File: config.mk
export PLATFORM = sky130hd
export DESIGN_NAME = dmem_arbiter_flat
export DESIGN_NICKNAME = d
export VERILOG_FILES = /design/src/rtl/dmem_arbiter_if.sv /design/src/rtl/dmem_arbiter.sv /design/src/flat_wrapper.sv
export SDC_FILE = /design/constraint.sdc
export NUM_CORES = 1
export LEC_CHECK = 0
export ABC_AREA = 1
export BUFFER_PORTS_ARGS = -buffer_cell sky130_fd_sc_hd__buf_2
export CAP_MARGIN = 10
export CELL_PAD_IN_SITES_DETAIL_PLACEMENT = 0
export CELL_PAD_IN_SITES_GLOBAL_PLACEMENT = 2
export CORE_MARGIN = 3
export CORE_UTILIZATION = 21
export CTS_BUF_LIST = sky130_fd_sc_hd__clkbuf_8
export CTS_CLUSTER_SIZE = 30
export DETAILED_ROUTE_END_ITERATION = 8
export PLACE_DENSITY = 0.88
export SYNTH_ARGS = -nofsm -noshare
export SYNTH_HDL_FRONTEND = slang
export SYNTH_SLANG_ARGS = --single-unit
File: constraint.sdc
create_clock -name clk -period 1.55 [get_ports clk]
set_input_delay 0.31 -clock clk [delete_from_list [all_inputs] [get_ports clk]]
set_output_delay 0.31 -clock clk [all_outputs]
set_load 0.03 [all_outputs]
File: src/rtl/dmem_arbiter_if.sv
`default_nettype none
// ============================================================================
// Module      : dmem_arbiter_if
// Description : Request/response and memory-bus bundle for dmem_arbiter.
//               The slave side is the arbiter. The master side is the
//               requesters plus the data memory, which returns mem_rdata.
// Revision    : 1.0 - initial release
// ============================================================================
interface dmem_arbiter_if;
  // Requester port 0 (pipeline MEM stage) and port 1 (test/loader)
  logic        req0;
  logic        req1;
  logic        we0;
  logic        we1;
  logic [63:0] addr0;
  logic [63:0] addr1;
  logic [63:0] wdata0;
  logic [63:0] wdata1;
  logic        gnt0;
  logic        gnt1;
  logic        done0;
  logic        done1;
  logic [63:0] rdata0;
  logic [63:0] rdata1;
  logic        err0;
  logic        err1;
  // Single-ported data memory
  logic [63:0] mem_addr;
  logic [63:0] mem_wdata;
  logic        mem_write;
  logic        mem_read;
  logic [63:0] mem_rdata;
  // Status
  logic        busy;

  modport slave (
    input  req0, req1, we0, we1, addr0, addr1, wdata0, wdata1, mem_rdata,
    output gnt0, gnt1, done0, done1, rdata0, rdata1, err0, err1,
           mem_addr, mem_wdata, mem_write, mem_read, busy
  );

  modport master (
    output req0, req1, we0, we1, addr0, addr1, wdata0, wdata1, mem_rdata,
    input  gnt0, gnt1, done0, done1, rdata0, rdata1, err0, err1,
           mem_addr, mem_wdata, mem_write, mem_read, busy
  );
endinterface
`default_nettype wire

File: src/rtl/dmem_arbiter.sv
`default_nettype none
// ============================================================================
// Module      : dmem_arbiter
// Description : Two-port arbiter and access sequencer for a single-ported
//               32-bit-word data memory. One access per two cycles:
//               arbitrate -> ACCESS (gnt, memory strobe) -> RESP (done/err).
// Revision    : 1.0 - initial release
// ============================================================================
module dmem_arbiter #(
  parameter int unsigned MEM_BYTES  = 512,
  parameter int unsigned FIXED_PRIO = 0
) (
  input  logic          clk,
  input  logic          reset,
  dmem_arbiter_if.slave bus
);

  // Highest legal word address; compared against the full 64-bit address
  localparam logic [63:0] c_last_addr = 64'(MEM_BYTES - 4);

  typedef enum logic [1:0] {
    ST_IDLE   = 2'd0,
    ST_ACCESS = 2'd1,
    ST_RESP   = 2'd2
  } state_t;

  state_t      state_q, state_d;
  logic        owner_q, owner_d;
  logic        we_q, we_d;
  logic        rejected_q, rejected_d;
  logic        last_owner_q, last_owner_d;
  logic        gnt0_q, gnt0_d;
  logic        gnt1_q, gnt1_d;
  logic        done0_q, done0_d;
  logic        done1_q, done1_d;
  logic        err0_q, err0_d;
  logic        err1_q, err1_d;
  logic [63:0] rdata0_q, rdata0_d;
  logic [63:0] rdata1_q, rdata1_d;
  logic [63:0] mem_addr_q, mem_addr_d;
  logic [63:0] mem_wdata_q, mem_wdata_d;
  logic        mem_read_q, mem_read_d;
  logic        mem_write_q, mem_write_d;

  logic        any_req;
  logic        win_port;
  logic        win_we;
  logic        win_rejected;
  logic [63:0] win_addr;
  logic [63:0] win_wdata;

  // Pick the winner from the live requests and qualify its address.
  always_comb begin
    any_req = bus.req0 | bus.req1;
    if (bus.req0 && bus.req1) begin
      win_port = (FIXED_PRIO != 0) ? 1'b0 : ~last_owner_q;
    end else begin
      win_port = bus.req1;
    end
    win_we       = win_port ? bus.we1    : bus.we0;
    win_addr     = win_port ? bus.addr1  : bus.addr0;
    win_wdata    = win_port ? bus.wdata1 : bus.wdata0;
    win_rejected = (win_addr[1:0] != 2'b00) || (win_addr > c_last_addr);
  end

  // Next-state and next-output logic; all strobes are precomputed one
  // cycle ahead so the outputs come straight from flops.
  always_comb begin
    state_d      = state_q;
    owner_d      = owner_q;
    we_d         = we_q;
    rejected_d   = rejected_q;
    last_owner_d = last_owner_q;
    rdata0_d     = rdata0_q;
    rdata1_d     = rdata1_q;
    mem_addr_d   = mem_addr_q;
    mem_wdata_d  = mem_wdata_q;
    gnt0_d       = 1'b0;
    gnt1_d       = 1'b0;
    done0_d      = 1'b0;
    done1_d      = 1'b0;
    err0_d       = 1'b0;
    err1_d       = 1'b0;
    mem_read_d   = 1'b0;
    mem_write_d  = 1'b0;

    case (state_q)
      ST_ACCESS: begin
        state_d = ST_RESP;
        if (owner_q) begin
          done1_d = 1'b1;
          err1_d  = rejected_q;
        end else begin
          done0_d = 1'b1;
          err0_d  = rejected_q;
        end
        // Rejected reads return zero; writes leave the read result alone
        if (!we_q) begin
          if (owner_q) begin
            rdata1_d = rejected_q ? 64'h0 : bus.mem_rdata;
          end else begin
            rdata0_d = rejected_q ? 64'h0 : bus.mem_rdata;
          end
        end
      end
      default: begin
        // IDLE and RESP both arbitrate, giving back-to-back throughput
        if (any_req) begin
          state_d      = ST_ACCESS;
          owner_d      = win_port;
          we_d         = win_we;
          rejected_d   = win_rejected;
          last_owner_d = win_port;
          mem_addr_d   = win_addr;
          mem_wdata_d  = win_wdata;
          gnt0_d       = ~win_port;
          gnt1_d       = win_port;
          mem_read_d   = ~win_we & ~win_rejected;
          mem_write_d  = win_we & ~win_rejected;
        end else begin
          state_d = ST_IDLE;
        end
      end
    endcase
  end

  // State and output registers with synchronous reset.
  always_ff @(posedge clk) begin
    if (reset) begin
      state_q      <= ST_IDLE;
      owner_q      <= 1'b0;
      we_q         <= 1'b0;
      rejected_q   <= 1'b0;
      last_owner_q <= 1'b1;
      gnt0_q       <= 1'b0;
      gnt1_q       <= 1'b0;
      done0_q      <= 1'b0;
      done1_q      <= 1'b0;
      err0_q       <= 1'b0;
      err1_q       <= 1'b0;
      rdata0_q     <= 64'h0;
      rdata1_q     <= 64'h0;
      mem_addr_q   <= 64'h0;
      mem_wdata_q  <= 64'h0;
      mem_read_q   <= 1'b0;
      mem_write_q  <= 1'b0;
    end else begin
      state_q      <= state_d;
      owner_q      <= owner_d;
      we_q         <= we_d;
      rejected_q   <= rejected_d;
      last_owner_q <= last_owner_d;
      gnt0_q       <= gnt0_d;
      gnt1_q       <= gnt1_d;
      done0_q      <= done0_d;
      done1_q      <= done1_d;
      err0_q       <= err0_d;
      err1_q       <= err1_d;
      rdata0_q     <= rdata0_d;
      rdata1_q     <= rdata1_d;
      mem_addr_q   <= mem_addr_d;
      mem_wdata_q  <= mem_wdata_d;
      mem_read_q   <= mem_read_d;
      mem_write_q  <= mem_write_d;
    end
  end

  assign bus.gnt0      = gnt0_q;
  assign bus.gnt1      = gnt1_q;
  assign bus.done0     = done0_q;
  assign bus.done1     = done1_q;
  assign bus.err0      = err0_q;
  assign bus.err1      = err1_q;
  assign bus.rdata0    = rdata0_q;
  assign bus.rdata1    = rdata1_q;
  assign bus.mem_addr  = mem_addr_q;
  assign bus.mem_wdata = mem_wdata_q;
  assign bus.mem_read  = mem_read_q;
  // A reset arriving during ACCESS must kill the write in the same cycle
  assign bus.mem_write = mem_write_q & ~reset;
  assign bus.busy      = (state_q != ST_IDLE);

endmodule
`default_nettype wire

File: src/flat_wrapper.sv
// flat-port wrapper written by rule: the top's interface ports become plain ports
module dmem_arbiter_flat 
#(
  parameter int unsigned MEM_BYTES  = 512,
  parameter int unsigned FIXED_PRIO = 0
)
  (clk, reset, bus_req0, bus_req1, bus_we0, bus_we1, bus_addr0, bus_addr1, bus_wdata0, bus_wdata1, bus_mem_rdata, bus_gnt0, bus_gnt1, bus_done0, bus_done1, bus_rdata0, bus_rdata1, bus_err0, bus_err1, bus_mem_addr, bus_mem_wdata, bus_mem_write, bus_mem_read, bus_busy);
  dmem_arbiter_if bus_i ();
  input  logic clk;
  input  logic reset;
  input wire logic [$bits(bus_i.req0)-1:0] bus_req0;
  input wire logic [$bits(bus_i.req1)-1:0] bus_req1;
  input wire logic [$bits(bus_i.we0)-1:0] bus_we0;
  input wire logic [$bits(bus_i.we1)-1:0] bus_we1;
  input wire logic [$bits(bus_i.addr0)-1:0] bus_addr0;
  input wire logic [$bits(bus_i.addr1)-1:0] bus_addr1;
  input wire logic [$bits(bus_i.wdata0)-1:0] bus_wdata0;
  input wire logic [$bits(bus_i.wdata1)-1:0] bus_wdata1;
  input wire logic [$bits(bus_i.mem_rdata)-1:0] bus_mem_rdata;
  output wire logic [$bits(bus_i.gnt0)-1:0] bus_gnt0;
  output wire logic [$bits(bus_i.gnt1)-1:0] bus_gnt1;
  output wire logic [$bits(bus_i.done0)-1:0] bus_done0;
  output wire logic [$bits(bus_i.done1)-1:0] bus_done1;
  output wire logic [$bits(bus_i.rdata0)-1:0] bus_rdata0;
  output wire logic [$bits(bus_i.rdata1)-1:0] bus_rdata1;
  output wire logic [$bits(bus_i.err0)-1:0] bus_err0;
  output wire logic [$bits(bus_i.err1)-1:0] bus_err1;
  output wire logic [$bits(bus_i.mem_addr)-1:0] bus_mem_addr;
  output wire logic [$bits(bus_i.mem_wdata)-1:0] bus_mem_wdata;
  output wire logic [$bits(bus_i.mem_write)-1:0] bus_mem_write;
  output wire logic [$bits(bus_i.mem_read)-1:0] bus_mem_read;
  output wire logic [$bits(bus_i.busy)-1:0] bus_busy;
  assign bus_i.req0 = bus_req0;
  assign bus_i.req1 = bus_req1;
  assign bus_i.we0 = bus_we0;
  assign bus_i.we1 = bus_we1;
  assign bus_i.addr0 = bus_addr0;
  assign bus_i.addr1 = bus_addr1;
  assign bus_i.wdata0 = bus_wdata0;
  assign bus_i.wdata1 = bus_wdata1;
  assign bus_i.mem_rdata = bus_mem_rdata;
  assign bus_gnt0 = bus_i.gnt0;
  assign bus_gnt1 = bus_i.gnt1;
  assign bus_done0 = bus_i.done0;
  assign bus_done1 = bus_i.done1;
  assign bus_rdata0 = bus_i.rdata0;
  assign bus_rdata1 = bus_i.rdata1;
  assign bus_err0 = bus_i.err0;
  assign bus_err1 = bus_i.err1;
  assign bus_mem_addr = bus_i.mem_addr;
  assign bus_mem_wdata = bus_i.mem_wdata;
  assign bus_mem_write = bus_i.mem_write;
  assign bus_mem_read = bus_i.mem_read;
  assign bus_busy = bus_i.busy;
  dmem_arbiter #(.MEM_BYTES(MEM_BYTES), .FIXED_PRIO(FIXED_PRIO)) u_core (.clk(clk), .reset(reset), .bus(bus_i));
endmodule
---- Word-level counts from Yosys, hierarchy flattened ----
Cells that the tools add are included.
operators by class
  magnitude comparators ................... 1
  equality and inequality tests ........... 1
  muxes and demuxes ....................... 9
  bitwise logic cells ..................... 13
  reductions and logical operators ........ 12
operator list
  cell                 count
  $mux 64              3
  $gt 64x9->1 const B  1
  $not 1->1            9
  $reduce_or 3->1      3
  $reduce_and 3->1     2
  $mux 1               5
  $reduce_bool 2->1    2
  $reduce_or 2->1      2
  $and 1x1->1          3
  $eq 2x1->1 const B   1
  $mux 2               1
  $reduce_and 2->1     1
  $logic_and 1x1->1    1
  $logic_or 1x1->1     1
  $or 1x1->1           1
storage, ports and cells
  bits in registers ....................... 270
  bits of input ports ..................... 326
  output and inout port bits .............. 265

---- Logic depth before layout (Yosys ltp) ----
Gate-level depths: netlist of run 1.
  depth after elaboration ................. 7
  mapped depth ............................ 13
  gate-level depth less buffers ........... 12

---- Least setup slack after synthesis of run 1 ----
Ideal clock, no wire load.
  path kind ............................... input to register
  start point ............................. in bus_req1
  end point ............................... reg u_core.rejected_q
  setup time .............................. 0.112 ns
  arrival ................................. 1.359 ns
  data required time ...................... 1.438 ns
  path slack .............................. 0.079 ns
  stages .................................. 13
  path buffers ............................ 3
  cells stage by stage .................... buf_4 buf_6 buf_4 nand3_1 nand2_1 nor2_1 nand2_1 nor2_1 nand2_1 nor2_2 nand2_1 nand2_1 nand2_1
between the ends
  longest elaborated chain between the ends .. 5
  elaborated cells between the ends (all ways) .. 8
  those cells by class .................... 1 x order compare; 2 x mux; 1 x bitwise; 4 x reduce/logical
ends and longest elaborated chain
  item                                              line                 RTL
  from (decl)                                       flat_wrapper.sv:12   input wire logic [$bits(bus_i.req1)-1:0] bus_req1;
  $logic_and 1x1->1                                 dmem_arbiter.sv:55   if (bus.req0 && bus.req1) begin
  $mux 1                                            dmem_arbiter.sv:55
  $mux 64                                           dmem_arbiter.sv:61   win_addr = win_port ? bus.addr1 : bus.addr0;
  $gt 64x9->1 or $reduce_bool 2->1 (tied branches)  dmem_arbiter.sv:63   win_rejected = (win_addr[1:0] != 2'b00) || (win_addr > c_last_addr);
  $logic_or 1x1->1                                  dmem_arbiter.sv:63
  to (signal assigned)                              dmem_arbiter.sv:151  rejected_q <= rejected_d;
  to (decl)                                         dmem_arbiter.sv:30   logic rejected_q, rejected_d;
Parallel ways exist; a longest one is shown, timed or not.
A chain may end at the register's enable or synchronous reset.

---- Worst setup path in the final report of run 1 ----
  start point ............................. reg u_core.last_owner_q
  end point ............................... reg u_core.rejected_q
between the ends
  longest elaborated chain between the ends .. 5
  elaborated cells between the ends (all ways) .. 6
  those cells by class .................... 1 x order compare; 2 x mux; 1 x bitwise; 2 x reduce/logical
ends and longest elaborated chain
  item                                              line                 RTL
  from (decl)                                       dmem_arbiter.sv:31   logic last_owner_q, last_owner_d;
  from (signal assigned)                            dmem_arbiter.sv:152  last_owner_q <= last_owner_d;
  $not 1->1 *                                       dmem_arbiter.sv:56   win_port = (FIXED_PRIO != 0) ? 1'b0 : ~last_owner_q;
  $mux 1 *                                          dmem_arbiter.sv:55
  $mux 64 *                                         dmem_arbiter.sv:61
  $gt 64x9->1 or $reduce_bool 2->1 (tied branches)  dmem_arbiter.sv:63
  $logic_or 1x1->1 *                                dmem_arbiter.sv:63
Every way passes the cells marked *; elsewhere a longest branch is shown, timed or not.

==> results of run 1 <==
## through the flow
step / utilization [%] / TNS, ns / hold WS, ns / cell area (um^2) / std cells
after detailed placement: 30.2 / -22.70 / 0.445 / 14900 / 2661
after CTS: 36.4 / -1.60 / 0.00208 / 17900 / 2933
after global routing: 37.7 / -19.10 / 0.0239 / 18500 / 2960
after global placement: 30.2 / -20.92 / 0.438 / 14900 / 2661
after floorplan: - / 0 / 0.423 / 10500 / 1399
final: 37.7 / -6.74 / 0.0576 / 18500 / 2961
## sequential cells by signal, indices dropped and copies added, names as in the netlist, 2 cells and up
register / cells
u_core.bus.mem_wdata: 64
u_core.state_q: 2
u_core.bus.rdata1: 64
u_core.bus.rdata0: 64
u_core.bus.mem_addr: 64
## cell families (layout without fill, tap and decap cells)
logic type	count (synthesis)	count (layout)
other cells	0	2
buf+inv	155	1051
compound gates	270	270
flops	270	270
simple gates	704	704
## critical path, stage by stage (launching register included)
cell and delay (ns):
dfxtp_4 0.39, nand2_8 0.07, nand2_8 0.13, buf_12 0.14
buf_6 0.11, nand2_1 0.07, nand2_2 0.07, nand2_1 0.07
nor2_2 0.14, nand3_2 0.10, nor2_4 0.14, nand2_1 0.06
nand2_1 0.07, nand2_1 0.04
## power by group through the flow
stage / clock (W) / combinational, W / sequential, W
finish: 0.00712 / 0.00475 / 0.00781
global route: 0.00766 / 0.00510 / 0.00786
CTS: 0.00737 / 0.00458 / 0.00780
detailed placement: 0 / 0.00412 / 0.00793
global placement: 0 / 0.00411 / 0.00792
floorplan: 0 / 0.00124 / 0.00896
## layout make-up
class | count | share of cell area [%]
multi-input combinational | 974 | 24.6
clock inverter | 22 | 0.791
clock buffer | 65 | 4.83
tap | 664 | 4.49
timing repair buffer | 908 | 34.8
inverter | 55 | 1.20
timing repair inverter | 1 | 0.0270
antenna | 2 | 0.0270
sequential | 270 | 29.3
## path summary, 6_finish.rpt
kind                           start                 endpoint  cells past startpoint
max reg2reg      u_core.last_owner_q        u_core.rejected_q                     13
min reg2reg  u_core.bus.mem_addr[10]  u_core.bus.mem_addr[10]                      2
max              u_core.last_owner_q        u_core.rejected_q                     13
min                    bus_addr1[19]  u_core.bus.mem_addr[19]                      3
## Yosys cell counts, drive strengths merged
master	count
nand2	430
dfxtp	270
nor2	145
o21ai	138
nand3	114
a21oi	85
inv	55
buf	53
clkbuf	47
a22o	40
nand3b	8
a211oi	6
nor3	4
nor4	2
o22ai	1
or2	1
## per-layer routing
metal	wire, um	share of wire, %	vias up	track usage [%]
met2	23800	49	531	29.6
met4	1410	2.9	8	5.53
met1	20200	41	5904	20.6
met5	54	0.11	-	0
met3	3530	7.2	101	4.63
li1	-	-	6290	-
## timing repair
item / in CTS / in global routing
pin swaps: 3 / 29
gates cloned: 2 / 8
buffers inserted: 0 / 18
resized for setup: 33 / 78
endpoints found under the hold margin: 150 / 0
hold buffers: 183 / 0
setup endpoints to repair: 145 / 158
==> flow_metrics.py, run 1 <==
metrics = {
    "logic_synthesis": {
        "synth_fp_nets": 1725,
        "synthXorXnorAreaFrac_pct": 0,
        "synth_cell_types": 29,
        "synthMuxAreaShare_pct": 0,
        "synthSimpleGateAreaFrac_pct": 27.4,
        "seq_area_frac_synth_pct": 51.5,
        "netlist_instances": 1399,
        "synth-compound-area-share_pct": 14.5,
        "synth_top_family_by_area": "simple AND/OR/NAND/NOR gates",
        "syn-cell-area_mm2": 0.0105,
        "synth_seq_cells": 270,
        "synth_top_cell_area_share_pct": 51.5,
        "synth.largest_area_cell": "dfxtp_1",
        "synth_area_leaders": "dfxtp_1 51%, nand2_1 15%, o21ai_0 6.4%",
        "yosys_warnings": 0,
        "synthAdderAreaFrac_pct": 0,
        "syn_avg_cell_area_um2": 7.51,
    },
    "sta": {
        "slew_viol_final": 0,
        "rsz0062_at_grt": "true",
        "timing.final.ws_setup_ns": -0.154,
        "tightestPinTransition_ns": 0.480,
        "fin_crit_sh_pct": 110,
        "finalHoldViolCount": 0,
        "post-route-min-period_ns": 1.70,
        "fmax_mhz": 587,
        "relSlewSlack_pct": 68.0,
        "finalClockSkew_ns": 0.0157,
        "finalSetupViolations": 96,
    },
    "critical_path": {
        "crit_fanout": 6,
        "worstPathArrival_ns": 2.19,
        "cp.required_ns": 2.03,
        "worstSetupPathType": "flop to flop",
        "worst-r2r-setup-slack_ns": -0.15,
        "cp-end-kind": "flop",
        "worst_setup_path_start_kind": "flop",
    },
    "global_routing": {
        "grt_max_degree": 110,
        "antenna_found_initial": 5,
        "grt_pass1_vias": 12900,
        "grtUsageTotal_pct": 17.1,
        "grt_pass1_wl_um": 72300,
        "grt_overflow": 0,
    },
    "pwr": {
        "ir_drop_mv": 0.569,
        "clkPwrFrac_pct": 36.2,
        "share_seq_of_total_power_pct": 39.7,
        "switchingPower_w": 0.00622,
        "switching_share_pct": 31.6,
        "combPwrFrac_pct": 24.1,
        "power.leakage_nw": 9.39,
        "power.internal_w": 0.0135,
        "power_density_mw_per_mm2": 1060,
        "p_total_w": 0.0197,
    },
    "detailed_routing": {
        "antenna_left": 0,
        "dr_total_vias": 12800,
        "wl_um": 49100,
        "post-route-drc-count": 0,
        "first_iter_violations": 726,
        "wl_per_cell_um": 16.6,
        "first_pass_iters": 5,
        "vias_per_cell": 4.33,
    },
    "layout": {
        "syn2layout_area_growth_pct": 76.2,
        "final_cell_mix": "578 x buf_2, 422 x nand2_1, 263 x dfxtp_1",
        "nFillCells": 5116,
        "layout_commonest_cell": "buf_2",
        "drive_above_1_share_pct": 37.3,
        "multi_input_area_mm2": 0.00455,
        "seq_area_mm2": 0.00542,
        "fin_nets": 2584,
    },
    "clock_network": {
        "cts_buffers": 48,
        "max-clock-path-buffers": 3,
        "worstSkewPairLatency_ns": 0.59,
        "clk_pin_slew_worst_paths_ns": 0.06,
        "cts_tree": "done",
        "h-tree-depth": 2,
        "clock-sinks": 270,
        "cts_root_buf": "clkbuf_8",
    },
    "floorplanning": {
        "fp.dieW_um": 230,
        "num_rows": 81,
        "start_util_pct": 21.4,
        "die-height_um": 230,
        "die_area_mm2": 0.0527,
        "pin_count": 591,
        "core_mm2": 0.0492,
    },
    "job": {
        "cap_violations": 0,
    },
    "placement": {
        "gp_congestion": 0.875,
        "port_buffers": 590,
        "hpwl_um": 34200,
        "pre_cts_ws_ns": -0.325,
    },
    "outcome": {
        "violations": "negative setup slack",
        "status": "complete, but fails checks",
    },
    "min_path": {
        "min_path_type": "input pin to flop",
    },
}
Power figures use the tool's default switching activity.
==> run 2: changes to the inputs <==
--- a/config.mk
+++ b/config.mk
@@ -15,6 +15,7 @@
 export CTS_BUF_LIST = sky130_fd_sc_hd__clkbuf_8
 export CTS_CLUSTER_SIZE = 30
 export DETAILED_ROUTE_END_ITERATION = 8
+export GPL_TIMING_DRIVEN = 0
 export PLACE_DENSITY = 0.88
 export SYNTH_ARGS = -nofsm -noshare
 export SYNTH_HDL_FRONTEND = slang
==> run 2 against run 1 <==
Fmax decreased by 5.4%. Largest power group unchanged. Critical endpoint unchanged. Die area unchanged. Sequential power increased by 0.9%. Clock power increased by 0.6%. The flow still finishes with violations (negative setup slack). Clock skew increased by 0.0042 ns. Sequential cell count unchanged. Critical path depth unchanged. Clock-buffer cell count decreased by 2. Core utilization increased by 4.5 points.
==> flow_metrics.py, run 2 (synthesis gave the netlist of run 1 again) <==
metrics = {
    "sta": {
        "slew_viol_final": 0,
        "tightestPinTransition_ns": 0.902,
        "post-route-min-period_ns": 1.80,
        "finalSetupViolations": 147,
        "timing.final.ws_setup_ns": -0.252,
        "finalClockSkew_ns": 0.0199,
        "finalHoldViolCount": 0,
        "rsz0062_at_grt": "true",
        "fmax_mhz": 555,
        "fin_crit_sh_pct": 116,
        "relSlewSlack_pct": 39.9,
    },
    "critical_path": {
        "crit_start": "u_core.last_owner_q",
        "cp.required_ns": 2.04,
        "worst_setup_path_start_kind": "flop",
        "reg2reg_from": "u_core.last_owner_q",
        "crit_path_frequent_cell": "nand2_2",
        "crit_fanout": 7,
        "slowest_delay_ns": 0.37,
        "cp-end-kind": "flop",
        "r2r_cells": 13,
        "crit_family": "simple AND/OR/NAND/NOR gates",
        "worstPathArrival_ns": 2.30,
        "slowest_stage": "dfxtp_4",
        "r2r_end": "u_core.rejected_q",
        "cp_num_buf_inv": 2,
        "crit_chain": "nand2_8 > buf_12 > buf_8 > nand3_1 > nand2_2 > nor2_1 > nand2_1 > nor2_2 > nand2_2 > nor2_4 > nand2_2 > nand2_2 > nand2_1",
        "worstSetupPathType": "flop to flop",
        "worst-r2r-setup-slack_ns": -0.25,
    },
    "layout": {
        "seq_area_mm2": 0.00542,
        "nFillCells": 4837,
        "syn2layout_area_growth_pct": 97.3,
        "final_util_pct": 42.2,
        "final_cell_mix": "538 x buf_2, 378 x nand2_1, 257 x dfxtp_1",
        "drive_above_1_share_pct": 47.3,
        "final_cells": 3025,
        "multi_input_area_mm2": 0.00553,
        "layout_commonest_cell": "buf_2",
        "fin_nets": 2650,
    },
    "floorplanning": {
        "core_mm2": 0.0492,
        "num_rows": 81,
        "fp.dieW_um": 230,
        "die_area_mm2": 0.0527,
        "pin_count": 591,
        "start_util_pct": 21.4,
        "die-height_um": 230,
    },
    "outcome": {
        "status": "complete, but fails checks",
        "violations": "negative setup slack",
    },
    "min_path": {
        "whs_endpoint": "u_core.bus.mem_addr[19]",
        "min_path_type": "input pin to flop",
        "hp-start": "bus_addr1[19]",
        "hold_depth": 3,
    },
    "placement": {
        "port_buffers": 588,
        "hpwl_um": 39200,
        "gp_congestion": 0.896,
        "dp_cells": 2651,
    },
    "global_routing": {
        "grt_pass1_vias": 14100,
        "grtUsageTotal_pct": 19.9,
        "grt_overflow": 0,
        "antenna_found_initial": 3,
        "grt_pass1_wl_um": 82000,
        "grt_max_degree": 20,
    },
    "clock_network": {
        "h-tree-depth": 2,
        "clk_pin_slew_worst_paths_ns": 0.05,
        "max-clock-path-buffers": 3,
        "cts_buffers": 51,
        "cts_tree": "done",
        "cts_root_buf": "clkbuf_8",
        "worstSkewPairLatency_ns": 0.60,
        "clock-sinks": 270,
    },
    "detailed_routing": {
        "dr_total_vias": 13700,
        "wl_um": 56800,
        "first_pass_iters": 7,
        "vias_per_cell": 4.53,
        "wl_per_cell_um": 18.8,
        "antenna_left": 0,
        "first_iter_violations": 669,
        "post-route-drc-count": 0,
    },
    "job": {
        "cap_violations": 0,
    },
    "pwr": {
        "ir_drop_mv": 0.636,
        "power_density_mw_per_mm2": 998,
        "p_total_w": 0.0207,
        "power.leakage_nw": 9.99,
    },
}
## run 2: cell count changes in the layout (fill, tap and decap cells not counted), sizes merged
cell,change
clkinv,-3
clkbuf,+50
nand2,+1
bufbuf,+2
buf,+3
inv,+5
dlygate4sd3,+5
clkinvlp,+1
## run 2: per-stage QoR
step | cell area [um^2] | hold slack (ns) | worst slack [ns] | TNS [ns]
2_1_floorplan | 10500 | 0.423 | 0.0788 | 0
3_3_place_gp | 14300 | 0.441 | -0.721 | -93.35
3_5_place_dp | 14300 | 0.448 | -0.811 | -99.71
4_1_cts | 19300 | 0.000626 | -0.252 | -21.56
5_1_grt | 20700 | 0.0217 | -0.343 | -31.10
6_report | 20700 | 0.0405 | -0.252 | -14.03
## run 2: final cells by class
cell class / instances / area share [%]
Antenna cell: 2 / 0.0241
Clock buffer: 63 / 4.18
Multi-Input combinational cell: 975 / 26.7
Buffer: 95 / 5.16
Tap cell: 664 / 4.01
Sequential cell: 270 / 26.2
Inverter: 55 / 1.12
Timing Repair inverter: 1 / 0.0362
Timing Repair Buffer: 875 / 31.8
Clock inverter: 25 / 0.803
## run 2: timing repair
item,4_1_cts,5_1_grt
setup buffers,60,21
resized for setup,303,457
cloned,24,13
hold endpoints to repair,158,0
hold buffers,188,0
endpoints found under the setup margin,297,275
pin swaps,41,96
## run 2: tightest hold or removal path: stages
cell	delay, ns
buf_2	0.08
o21ai_2	0.06
o21ai_0	0.14
## run 2: how the worst max path moves through the flow
stage / end / slack (ns) / cells past startpoint
after floorplan: u_core.rejected_q / 0.08 / 13
after global placement: u_core.rejected_q / -0.72 / 12
after detailed placement: u_core.bus.rdata1[43] / -0.81 / 7
after CTS: u_core.rejected_q / -0.25 / 13
after global routing: u_core.rejected_q / -0.34 / 14
final: u_core.rejected_q / -0.25 / 13
## run 2: per-layer routing
| layer | track usage, % | wire (um) | vias to the layer above |
|---|---|---|---|
| met4 | 9.20 | 2440 | 2 |
| met3 | 4.73 | 3920 | 167 |
| met2 | 34.4 | 27800 | 619 |
| li1 | - | - | 6443 |
| met5 | 0 | 13 | - |
| met1 | 23.4 | 22700 | 6466 |
## run 2: power by group
group	internal, W	switching, W
Combinational	0.00234	0.00330
Sequential	0.00751	0.000370
Clock	0.00398	0.00318
Total	0.0138	0.00686
==> run 3: changes to the inputs <==
--- a/config.mk
+++ b/config.mk
@@ -16,6 +16,7 @@
 export CTS_CLUSTER_SIZE = 30
 export DETAILED_ROUTE_END_ITERATION = 8
 export GPL_TIMING_DRIVEN = 0
+export HOLD_SLACK_MARGIN = 0.05
 export PLACE_DENSITY = 0.88
 export SYNTH_ARGS = -nofsm -noshare
 export SYNTH_HDL_FRONTEND = slang
==> run 3 against run 2 <==
The run still ends with negative setup slack left. Highest routed layer is now met4. Fmax rose by 1.0%. Clock-buffer cell count is the same. Global-route usage is 0.26 points higher. Sequential share of layout area decreased by 0.69 points. Core utilization is 1.1 points higher. Worst setup slack improved by 0.018 ns.
==> flow_metrics.py, run 3 (synthesis gave the netlist of run 1 again) <==
metrics = {
    "pwr": {
        "p_total_w": 0.0208,
        "ir_drop_mv": 0.640,
        "clkPwrFrac_pct": 34.5,
        "share_seq_of_total_power_pct": 38.0,
        "power.internal_w": 0.0139,
        "power_density_mw_per_mm2": 975,
        "switchingPower_w": 0.00685,
        "switching_share_pct": 33.0,
        "power.leakage_nw": 10.2,
        "combPwrFrac_pct": 27.6,
    },
    "detailed_routing": {
        "dr_wl_met2_um": 27700,
        "antenna_left": 0,
        "wl_per_cell_um": 18.5,
        "post-route-drc-count": 0,
        "vias_per_cell": 4.53,
        "wl_met3_um": 3960,
        "wl_um": 57100,
        "first_iter_violations": 703,
        "dr_total_vias": 14000,
        "wl_met1_um": 22700,
        "top_layer": "met4",
        "first_pass_iters": 5,
    },
    "clock_network": {
        "worstSkewPairLatency_ns": 0.60,
        "clock-sinks": 270,
        "cts_root_buf": "clkbuf_8",
        "h-tree-depth": 2,
        "cts_buffers": 51,
        "cts_tree": "done",
        "max-clock-path-buffers": 3,
        "clk_pin_slew_worst_paths_ns": 0.06,
    },
    "outcome": {
        "violations": "negative setup slack",
        "status": "complete, but fails checks",
    },
    "layout": {
        "fin_area_mm2": 0.0213,
        "final_cell_mix": "537 x buf_2, 379 x nand2_1, 258 x dfxtp_1",
        "final_cells": 3088,
        "syn2layout_area_growth_pct": 103,
        "seq_area_mm2": 0.00542,
        "layout_commonest_cell": "buf_2",
        "fin_nets": 2714,
        "drive_above_1_share_pct": 45.9,
        "nFillCells": 4779,
        "final_util_pct": 43.3,
        "multi_input_area_mm2": 0.00550,
    },
    "global_routing": {
        "grt_max_degree": 20,
        "grt_pass1_wl_um": 83400,
        "grt_overflow": 0,
        "antenna_found_initial": 1,
        "grt_pass1_vias": 14500,
        "grtUsageTotal_pct": 20.2,
    },
    "floorplanning": {
        "num_rows": 81,
        "fp.dieW_um": 230,
        "core_mm2": 0.0492,
        "pin_count": 591,
        "die-height_um": 230,
        "start_util_pct": 21.4,
        "die_area_mm2": 0.0527,
    },
    "sta": {
        "fmax_mhz": 561,
        "rsz0062_at_grt": "true",
        "timing.final.ws_setup_ns": -0.234,
        "finalSetupViolations": 146,
        "finalHoldViolCount": 0,
        "fin_crit_sh_pct": 115,
        "post-route-min-period_ns": 1.78,
        "slew_viol_final": 0,
        "finalClockSkew_ns": 0.0218,
        "relSlewSlack_pct": 41.2,
        "tightestPinTransition_ns": 0.882,
    },
    "placement": {
        "dp_cells": 2651,
        "gp_congestion": 0.896,
        "hpwl_um": 39200,
        "port_buffers": 588,
        "post_dp_cell_area_mm2": 0.0143,
    },
    "critical_path": {
        "cp-end-kind": "flop",
        "cp.required_ns": 2.04,
        "worstPathArrival_ns": 2.28,
        "worstSetupPathType": "flop to flop",
        "worst_setup_path_start_kind": "flop",
        "crit_fanout": 5,
    },
    "job": {
        "cap_violations": 0,
    },
    "min_path": {
        "min_path_type": "input pin to flop",
    },
}
-- run 3: changes by cell type in the layout (fill, tap and decap cells not counted), sizes merged --
| cell | change |
|---|---|
| dlygate4sd3 | +66 |
| clkbuf | -2 |
| diode | -1 |
-- run 3: repair_timing --
item / 4_1_cts / 5_1_grt
setup endpoints to repair: 297 / 276
setup buffers: 60 / 21
endpoints found under the hold margin: 240 / 0
hold buffers: 254 / 0
gates resized for setup: 303 / 437
gates cloned: 24 / 12
pin swaps: 41 / 102
-- run 3: through the flow --
step | TNS, ns | worst slack [ns] | hold slack (ns)
global route | -30.55 | -0.338 | 0.0841
detailed placement | -99.71 | -0.811 | 0.448
floorplan | 0 | 0.0788 | 0.423
global placement | -93.35 | -0.721 | 0.441
finish | -12.65 | -0.234 | 0.113
CTS | -21.56 | -0.252 | 0.0504
-- run 3: final timing paths --
check	start	to	slack (ns)	cells after the start
setup / recovery	u_core.last_owner_q	u_core.rejected_q	-0.23	14
hold reg to reg	u_core.bus.mem_addr[41]	u_core.bus.mem_addr[41]	0.46	2
hold / removal	bus_addr0[19]	u_core.bus.mem_addr[19]	0.11	5
setup reg to reg	u_core.last_owner_q	u_core.rejected_q	-0.23	14
-- run 3: final cells by class --
cell class                 count  area share, %
inverter                      55           1.06
tap                          664           3.90
multi-input combinational    975           25.8
antenna                        1         0.0118
timing repair buffer         939           33.8
clock buffer                  63           4.07
timing repair inverter         1         0.0353
buffer                        95           4.99
sequential                   270           25.5
clock inverter                25          0.782
-- run 3: worst max-delay path, stage by stage (launching register included) --
cell and delay, ns:
dfxtp_4 0.36, nand2_8 0.11, nand2_8 0.09, buf_8 0.14
buf_4 0.13, nand2_1 0.06, nand2_2 0.08, nor2_2 0.12
nand2_2 0.08, nor2_2 0.11, nand2_2 0.07, nor2_4 0.12
nand2_2 0.06, nand2_2 0.09, nand2_1 0.05
-- run 3: power by group through the flow --
stage	registers, W	logic, W	clock network (W)
6_report	0.00788	0.00572	0.00716
2_1_floorplan	0.00896	0.00124	0
5_1_grt	0.00793	0.00605	0.00764
4_1_cts	0.00783	0.00521	0.00735
3_3_place_gp	0.00793	0.00393	0
3_5_place_dp	0.00794	0.00394	0
-- run 3: routing by layer --
metal | up-vias | track usage [%]
met4 | 0 | 9.71
met3 | 179 | 4.63
met5 | - | 0
met1 | 6614 | 23.7
met2 | 634 | 34.8
li1 | 6562 | -
